[config.mk]
export PLATFORM = sky130hd
export DESIGN_NAME = dynamics
export DESIGN_NICKNAME = d
export VERILOG_FILES = /design/src/rtl/dynamics.sv
export SDC_FILE = /design/constraint.sdc
export NUM_CORES = 1
export LEC_CHECK = 0
export CAP_MARGIN = 15
export CORE_MARGIN = 10
export CORE_UTILIZATION = 45
export DETAILED_ROUTE_END_ITERATION = 8
export PLACE_DENSITY = 0.75
export RECOVER_POWER = 50
export SYNTH_ARGS = -nofsm -noshare
export SYNTH_HDL_FRONTEND = slang
export SYNTH_SLANG_ARGS = --single-unit
[constraint.sdc]
create_clock -name clk -period 6.5 [get_ports clk]
set_clock_uncertainty 0.2 [all_clocks]
set_input_delay 0.975 -clock clk [delete_from_list [all_inputs] [get_ports clk]]
set_output_delay 0.975 -clock clk [all_outputs]
set_load 0.05 [all_outputs]
[src/rtl/dynamics.sv]
// Amplitude-envelope stage: scales a signed sample by an unsigned Q1.7 gain once
// the note's envelope position reaches the start point, saturating to the sample range.
module dynamics #(
  parameter int SW = 16,
  parameter int GW = 8,
  parameter int PW = 5
) (
  input  logic                 clk,
  input  logic                 rst,
  input  logic signed [SW-1:0] sample_in,
  input  logic        [PW-1:0] curr,
  input  logic        [PW-1:0] start,
  input  logic        [GW-1:0] multiple,
  output logic signed [SW-1:0] sample_out
);

  // The product of a signed SW-bit sample and a zero-extended GW-bit gain needs SW+GW+1 bits.
  localparam int PRW = SW + GW + 1;

  localparam logic signed [PRW-1:0] C_MAX = {{(GW + 2){1'b0}}, {(SW - 1){1'b1}}};
  localparam logic signed [PRW-1:0] C_MIN = {{(GW + 2){1'b1}}, {(SW - 1){1'b0}}};

  logic                  w_en;
  logic signed [PRW-1:0] w_sample_ext;
  logic signed [PRW-1:0] w_gain_ext;
  logic signed [PRW-1:0] w_product;
  logic signed [PRW-1:0] w_shifted;
  logic signed [SW-1:0]  new_sample;
  logic signed [SW-1:0]  r_sample_out;

  assign w_en         = (curr >= start);
  assign w_sample_ext = {{(GW + 1){sample_in[SW-1]}}, sample_in};
  assign w_gain_ext   = {{(SW + 1){1'b0}}, multiple};
  assign w_product    = w_sample_ext * w_gain_ext;
  // Arithmetic shift floors toward -infinity; no rounding is applied.
  assign w_shifted    = w_product >>> (GW - 1);

  // NOTE: new_sample gets a value before any branch so no path leaves it
  // unassigned; a missing default here would infer a latch.
  always_comb begin
    new_sample = sample_in;
    if (w_en) begin
      if (w_shifted > C_MAX) begin
        new_sample = C_MAX[SW-1:0];
      end else if (w_shifted < C_MIN) begin
        new_sample = C_MIN[SW-1:0];
      end else begin
        new_sample = w_shifted[SW-1:0];
      end
    end
  end

  // NOTE: registered state uses non-blocking assignments so every flop samples
  // pre-edge values; blocking assignments here would create ordering races.
  always_ff @(posedge clk) begin
    if (rst) begin
      r_sample_out <= '0;
    end else begin
      r_sample_out <= new_sample;
    end
  end

  assign sample_out = r_sample_out;

endmodule

==> summary.txt <==
STA
  • RSZ-0062 raised after global routing: no
  • Fin crit share: between 90% and 100%
  • Max-slew headroom: between 40% and 50%
  • # setup viols final: 0
  • Final Slew Violations: 0
  • Worst-Margin Slew: about 760 ps
  • Setup TNS: 0 ps
  • Fmax: 0.1594 GHz
  • Hold_ws: around 1200 ps
  • Final min period: 6274 ps
  • Final Hold Viols: 0

Detailed routing
  • Antenna Nets Post-Route: 0
  • Vias: approximately 4.9k
  • Drt first-iter violations: roughly 370
  • Drt pass-1 iters: 5
  • Drt via density: about 5.2
  • Drt wl/cell: 15.68 µm
  • Drc violations: 0
  • Final wirelength: ~15000 µm

Yosys
  • Netlist cell types: 56
  • Largest family of logic cells by synthesized area: adder cells
  • Mapped Cells: between 600 and 700
  • Synth Area in Adders: a little under half
  • Number of flops mapped to enable cells by yosys: 0
  • Post-Syn Area: approximately 0.0056 mm²
  • Post-Synth XOR/XNOR Area: about 3.1%
  • YS warnings: 0
  • Synth Area per Inst: about 8.5 µm²
  • Post-synthesis sequential area ratio: about 5.7%
  • Compound-Gate Fraction of Synth Area: about an eighth
  • Simple-gate share of the synthesized area: around 18%
  • Synth Flop Type: dfxtp_1
  • Multiplexer share of the synthesized area: 0.1782%
  • Post-synth ARST share: 0%
  • Mapped Nets: about 850
  • #FFs+latches synth: 16

Worst setup path
  • Critical path cell sequence: clkdlybuf4s50_1 > buf_12 > nand2_2 > inv_1 > fa_1 > inv_2 > fa_1 > inv_1 > fa_1 > inv_1 > fa_1 > inv_1 > ha_1 > a21o_1 > a21oi_1 > o221ai_1 > nor3_1 > buf_4 > nor2_4 > buf_4 > a21oi_2 > buf_4 > o32ai_1
  • Req. time, crit path: 6390 ps
  • Critical Path Slowest Stage Cell: fa_1
  • CP endpoint kind: flop
  • Critical path launch point type: primary input
  • Setup CP Type: in2reg
  • Cell family with most CP delay: adder cells
  • Crit path buf inv count: 10
  • Worst path max stage delay: 610 ps
  • Worst path arrival time: around 6200 ps
  • Crit path max fanout: 16

Die
  • Row count: 40
  • Die Y: between 100 and 150 µm
  • Die Area: between 0.015 and 0.02 mm²
  • Initial Utilization: between 40% and 50%
  • # IOs: 52
  • Die Width: around 130 µm
  • CORE AREA: 0.01211 mm²

Min path
  • Hold WC Path Type: in2reg

Final layout
  • # diodes: 0
  • Final instance area: about 0.0070 mm²
  • Final Non-Filler Cells: around 930
  • Layout cell share with drive strength beyond 1: about 12%
  • Synth-to-layout area growth: 24.03%
  • Max reg flops: 16
  • # nets final: ~950

Pwr
  • VDD IR-drop max: around 0.27 mV
  • Pwr Density: a little over 500 mW/mm²
  • Leak: between 3 and 4 nW

Placed design
  • Placed cell count: between 900 and 1k
  • DP HPWL: ~13000 µm
  • PortBufs: 51
  • GP Congestion: ~0.9
  • Placed Area: 0.006777 mm²

Run
  • Max-Cap Viols: 0

CTS
  • Clk sink count: 16
  • Root buffer cell: clkbuf_16
  • Total CTS buffers: 3
  • CTS tree: yes
  • H-tree levels: 1
  • Reg clk slew, reported paths: approximately 50 ps
  • CTS Buffer Depth: 2

Global route
  • Vias in the first global route: roughly 5.4k
  • First-pass GRT wire length: between 20000 and 30000 µm
  • GRT overflow: 0
  • Total track usage: around 17%
  • Largest net degree at the start of global routing: 22
  • Initial antenna violation count: 0

Outcome
  • Outcome: complete, no violations
-- cell usage in the layout, fill, tap and decap left out, types with 3 or more instances in the layout --
cell type,netlist,layout
nand2b_1,6,6
dlygate4sd3_1,0,16
xnor2_1,9,9
and2_1,75,75
ha_1,51,51
nand2_1,66,65
a21o_1,11,11
o21a_1,4,4
o21ai_0,15,11
buf_4,0,64
nor2_1,16,15
a41oi_1,6,6
or3_1,8,8
nor3_1,7,7
o31ai_1,5,5
clkbuf_16,0,3
o21ai_1,1,5
inv_1,156,154
dlymetal6s2s_1,0,7
a211oi_1,6,6
a21oi_2,3,4
clkdlybuf4s50_1,0,27
a31oi_1,4,3
fa_1,101,101
nand3_1,7,7
o32ai_1,7,7
buf_12,0,3
dfxtp_1,16,16
xor2_1,8,8
a21oi_1,21,20
-- layout make-up --
class / count / area (µm²)
Inverter: 156 / 585.6
Timing Repair Buffer: 119 / 1079
Tap cell: 168 / 210.2
Fill cell: 1102 / 5144
Clock buffer: 4 / 88.84
Sequential cell: 16 / 320.3
Multi-Input combinational cell: 470 / 4684
-- kinds of logic (layout without fill, tap and decap cells) --
logic type	after synthesis	after routing
and+or+nand+nor	197	197
buffers and inverters	178	279
adders and majority gates	152	152
AOI/OAI and AO/OA	102	102
xor gates and xnor gates	18	18
DFF	16	16
muxes	1	1
-- final timing paths --
kind | from | end | slack (ps) | cells past startpoint
worst max-delay path | multiple[3] | sample_out[12]$_SDFF_PP0_ | 230 | 23
worst min-delay path | sample_in[10] | sample_out[10]$_SDFF_PP0_ | 1170 | 3
-- worst min-delay path, delay by kind of cell --
kind,cells,cell delay [ps]
buffers and inverters,1,250
and+or+nand+nor,1,250
AOI/OAI and AO/OA,1,80
-- per-layer routing --
| layer | up-vias | share of wire (%) | global-route usage, % |
|---|---|---|---|
| met4 | 0 | 1.6 | 2.843 |
| met3 | 21 | 3.0 | 1.220 |
| li1 | 2293 | - | - |
| met1 | 2412 | 42 | 20.29 |
| met2 | 143 | 54 | 33.89 |
| met5 | - | 0 | 0 |
-- report_power, final --
group          switching, W  internal [W]
registers        0.00000948      0.000150
logic               0.00183       0.00148
clock network     0.0000375     0.0000934
-- Yosys cell counts, drive strengths merged (8+ instances only) --
cell type / number / share of area, %
a21oi: 24 / 2.3
a21o: 11 / 1.5
nor2: 17 / 1.3
and2: 75 / 8.4
xnor2: 10 / 1.9
xor2: 8 / 1.2
ha: 51 / 11
clkbuf: 18 / 1.2
fa: 101 / 36
nand3: 8 / 0.94
dfxtp: 16 / 5.7
o21ai: 16 / 1.4
inv: 156 / 10
or3: 8 / 0.89
nand2: 66 / 4.4
-- through the flow --
stage | total power, W | worst slack [ps] | utilization (%)
2_1_floorplan | 0.002272 | 587.6 | -
6_report | 0.003609 | 225.5 | 57.53
3_5_place_dp | 0.003337 | -349.5 | 55.95
4_1_cts | 0.003502 | 67.84 | 56.73
3_3_place_gp | 0.003253 | -155.8 | 55.95
5_1_grt | 0.003970 | 25.38 | 57.53
-- timing repair --
action | CTS | global route
hold buffers | 0 | 0
setup buffers | 0 | 3
gates resized for setup | 3 | 23
pin swaps | 0 | 7
endpoints found under the setup margin | 5 | 15
(Power assumes the default switching activity.)
==> patch 1: new RTL, same flow settings <==
The parameter `GW` goes from 8 to 12.
--- a/src/rtl/dynamics.sv
+++ b/src/rtl/dynamics.sv
@@ -3,5 +3,5 @@
 module dynamics #(
   parameter int SW = 16,
-  parameter int GW = 8,
+  parameter int GW = 12,
   parameter int PW = 5
 ) (
Interface: changed (resized multiple); port bits go from 52 to 56. No check against the original RTL was run, so the function may have changed too.
==> patch 1 against the unedited design <==
The run now ends with setup timing left; synthesized cell count rose by 40%; die area rose by 37%; wire length rose by 85%; cell area rose by 61%; non-clock buffer count up 137; critical path depth is 1 lower; worst hold slack got worse by 51 ps; count of clock-buffer cells in the layout down 1; sequential cell count unchanged; critical path type unchanged; synthesized area up 44%; worst setup slack got worse by 270 ps.
Power is not shown: default switching activity piles up to over one toggle a cycle in this logic, so the estimate is an artifact.
==> patch 1: results (changes against the unedited design) <==
Synth
  • Syn Nets: 1217 (was 852)
  • Post-synthesis sequential area ratio: 0.03967 (was 0.05702)
  • Synth Flop Type: dfxtp_1 (unchanged)
  • Ranking of synthesized cells by area: fa_1 (44%), inv_1 (12%), ha_1 (11%) (was fa_1 (36%), ha_1 (11%), inv_1 (10%))
  • Number of distinct library cells after synthesis: 53 (was 56)
  • Synth cell count leaders: inv_1 (255), fa_1 (177), nand2_1 (118) (was inv_1 (156), fa_1 (101), and2_1 (75))

STA
  • Final setup margin: -42.24 ps (was 225.5 ps)
  • Slew Viols, Final: 0 (unchanged)
  • Setup violators final: 16 (was 0)
  • Slew HR: 0.6317 (was 0.4896)

Final layout
  • Fill count: 1234 (was 1102)
  • Fraction of layout cells with a size suffix above 1: 0.3296 (was 0.1242)
  • Nets: 1443 (was 954)

Global routing
  • First-pass GRT wire length: 39590 um (was 25630 um)
  • GRT Util Overall: 0.2020 (was 0.1736)
  • Vias in the first global route: 8011 (was 5370)
  • Largest net degree at the start of global routing: 29 (was 22)

Place
  • Routability congestion estimate: 0.8811 (was 0.9216)
  • Post-detail-place hpwl: 17790 um (was 12500 um)
  • # port buffers: 55 (was 51)

Routing
  • DR iter-0 viols: 603 (was 367)
  • Vias: 7631 (was 4869)
  • Detailed Route WL: 27040 um (was 14630 um)

Worst setup path
  • Max incr delay on CP: 580 ps (was 610 ps)
  • Worst Path Arrival: 6460 ps (was 6160 ps)
  • CP delay by family, top: adder cells (unchanged)
  • CP max FO: 8 (was 16)

Status
  • Status: finished, violations left (was finished clean)
  • Failing checks: setup timing

Clocking
  • Clock buffer depth: 2 (unchanged)
  • Root buf cell: clkbuf_16 (unchanged)
==> patch 1: cells by family after synthesis <==
group / synth area share
buffers and inverters: 0.1376
and+or+nand+nor: 0.1687
adders and majority gates: 0.5442
AOI/OAI and AO/OA: 0.08832
xor gates and xnor gates: 0.02154
DFF: 0.03967
==> patch 1: routing by layer <==
metal,wire [um],share of wire,vias up,global-route usage
met2,13590,0.50,441,0.3696
met4,2011,0.074,0,0.09672
met1,9613,0.36,3781,0.2297
met5,0,0,-,0
li1,-,-,3229,-
met3,1823,0.067,180,0.01897
==> patch 1: path summary, 6_finish.rpt <==
check / startpoint / to / slack [ps] / cells after the start
max: multiple[3] / sample_out[14] / -40 / 22
min: sample_in[6] / sample_out[6] / 1120 / 4
==> patch 1: cell type report <==
| class | instances | area, sq um | share of cell area |
|---|---|---|---|
| timing repair buffer | 256 | 2321 | 0.2064 |
| tap | 225 | 281.5 | 0.02504 |
| sequential | 16 | 320.3 | 0.02849 |
| inverter | 255 | 962.2 | 0.08558 |
| multi-input combinational | 626 | 7283 | 0.6478 |
| clock buffer | 3 | 75.07 | 0.006677 |
==> patch 1: stage by stage <==
| stage | setup slack (ps) | cells | hold slack (ps) | instance area, sq um | setup TNS (ps) |
|---|---|---|---|---|---|
| after CTS | 0.1141 | 1341 | 1202 | 10680 | 0 |
| after floorplan | 61.94 | 932 | 955.8 | 8075 | 0 |
| after global placement | -405.0 | 1302 | 1641 | 9779 | -6203 |
| final | -42.24 | 1381 | 1123 | 11240 | -455.3 |
| after global routing | -119.6 | 1381 | 1143 | 11240 | -1669 |
| after detailed placement | -558.8 | 1302 | 1642 | 9779 | -8277 |
==> patch 1: what timing repair did <==
item                       in CTS  in global routing
setup endpoints to repair      16                 16
resized for setup             130                151
cloned                          7                  3
setup buffers                  29                 40
pin swaps                      87                103
==> patch 2: new RTL, same settings <==
Without the edit above. Reset style: asynchronous (`rst`), changed in one clocked block.
--- a/src/rtl/dynamics.sv
+++ b/src/rtl/dynamics.sv
@@ -53,5 +53,5 @@
   // NOTE: registered state uses non-blocking assignments so every flop samples
   // pre-edge values; blocking assignments here would create ordering races.
-  always_ff @(posedge clk) begin
+  always_ff @(posedge clk or posedge rst) begin
     if (rst) begin
       r_sample_out <= '0;
Behaviour: differs if rst is asserted again (counterexample within 4 cycles, from zero or initial values and one cycle with rst high); with rst held inactive, the same outputs for 10 cycles.
==> patch 2 against the unedited design <==
Cell area rose by 1.9%; wire length fell by 0.83%; via count is 7.5% lower; sequential cell count stayed put; worst setup slack worse by 36 ps; sequential power rose by 19%; synthesized area fell by 4.6%; total power is 0.34% lower; count of clock-buffer cells in the layout is 1 lower.
==> patch 2: results (changes against the unedited design) <==
Final layout
  • Nets: 930 (was 954)
  • Fraction of layout cells with a size suffix above 1: 0.1973 (was 0.1242)

Synth
  • Synth Flop Type: dfrtp_1 (was dfxtp_1)
  • Post-Synthesis Cells: 595 (was 664)
  • Compound-Gate Fraction of Synth Area: 0.1123 (was 0.1325)
  • Adder-cell share of the synthesized area: 0.4964 (was 0.4735)
  • Ranking of synthesized cells by area: fa_1 (38%), ha_1 (12%), inv_1 (11%) (was fa_1 (36%), ha_1 (11%), inv_1 (10%))
  • Number of distinct library cells after synthesis: 48 (was 56)
  • Post-synthesis mux area share: 0.001868 (was 0.001782)
  • Post-synthesis sequential area ratio: 0.07471 (was 0.05702)

Global routing
  • Largest net degree at the start of global routing: 18 (was 22)
  • GRT Util Overall: 0.1759 (was 0.1736)
  • First-pass GRT wire length: 24160 um (was 25630 um)
  • Vias in the first global route: 5165 (was 5370)

Routing
  • Met2 Routed Length: 8296 um (was 7874 um)
  • DR WL met3: 577 um (was 440 um)
  • M1 WL: 5419 um (was 6080 um)
  • Detailed Route WL: 14510 um (was 14630 um)
  • Vias/cell: 5.099 (was 5.219)

Worst setup path
  • Max incr delay on CP: 560 ps (was 610 ps)
  • CP max FO: 11 (was 16)

Place
  • Routability congestion estimate: 0.8899 (was 0.9216)
  • Cell total after placement: 873 (was 926)
  • Area post-placement: 6759 sq um (was 6777 sq um)

Status
  • Status: finished clean (unchanged)

STA
  • Final hold slack: 1053 ps (was 1174 ps)
  • Slew HR: 0.4280 (was 0.4896)

Pwr
  • VDD IR-drop max: 0.0002864 V (was 0.0002701 V)
  • P_leak: 3.760 nW (was 3.578 nW)
[patch 2: cell types whose count changed after synthesis, sizes merged, moves of 6 or more]
cell and change:
dfrtp +16, dfxtp -16, a221o +14, a21oi -8, a211oi -7, nand2 -7
nor2 -7, o21ai -7, or3 -7, o32ai -6
[patch 2: worst max path at each step]
stage	from	endpoint	cells after the start
2_1_floorplan	sample_in[15]	sample_out[10]	19
3_5_place_dp	sample_in[15]	sample_out[8]	19
6_report	multiple[5]	sample_out[10]	20
5_1_grt	multiple[5]	sample_out[0]	20
3_3_place_gp	sample_in[15]	sample_out[8]	17
4_1_cts	sample_in[10]	sample_out[8]	19
[patch 2: layer usage]
layer | vias to the layer above | GRT usage
li1 | 2107 | -
met1 | 2265 | 0.1985
met2 | 109 | 0.3539
met3 | 21 | 0.01060
met4 | 0 | 0.03278
met5 | - | 0
[patch 2: area by class of cell]
type,count,area [sq um],area share
sequential,16,400.4,0.05640
inverter,156,585.6,0.08248
clock buffer,3,75.07,0.01057
timing repair buffer,159,1376,0.1939
tap,143,178.9,0.02520
multi-input combinational,406,4483,0.6315
[patch 2: repair_timing]
item | in CTS | in global routing
resized for setup | 12 | 39
cloned | 0 | 0
pin swaps | 1 | 12
setup endpoints to repair | 14 | 15
hold endpoints to repair | 0 | 0
setup buffers | 4 | 3
[patch 2: power by group]
group	total [W]	switching [W]	internal (W)
combinational	0.00329	0.00171	0.00158
clock	0.000117	0.0000361	0.0000806
sequential	0.000191	0.0000255	0.000166
total	0.00360	0.00177	0.00182
[patch 2: logic make-up (layout without fill, tap and decap cells)]
group,Yosys count,after routing
AND/OR/NAND/NOR,161,161
flip-flops,16,16
AO/OA/AOI/OAI,71,71
buffers and inverters,173,318
adder cells (fa/ha/maj),152,152
XOR/XNOR,21,21
multiplexers,1,1
[patch 2: metrics by stage]
step | utilization | setup WS [ps]
after floorplan | - | 336.0
after global placement | 0.5863 | -664.7
after detailed placement | 0.5869 | -605.4
after CTS | 0.5982 | 30.75
after global routing | 0.6165 | 10.02
final | 0.6165 | 189.2
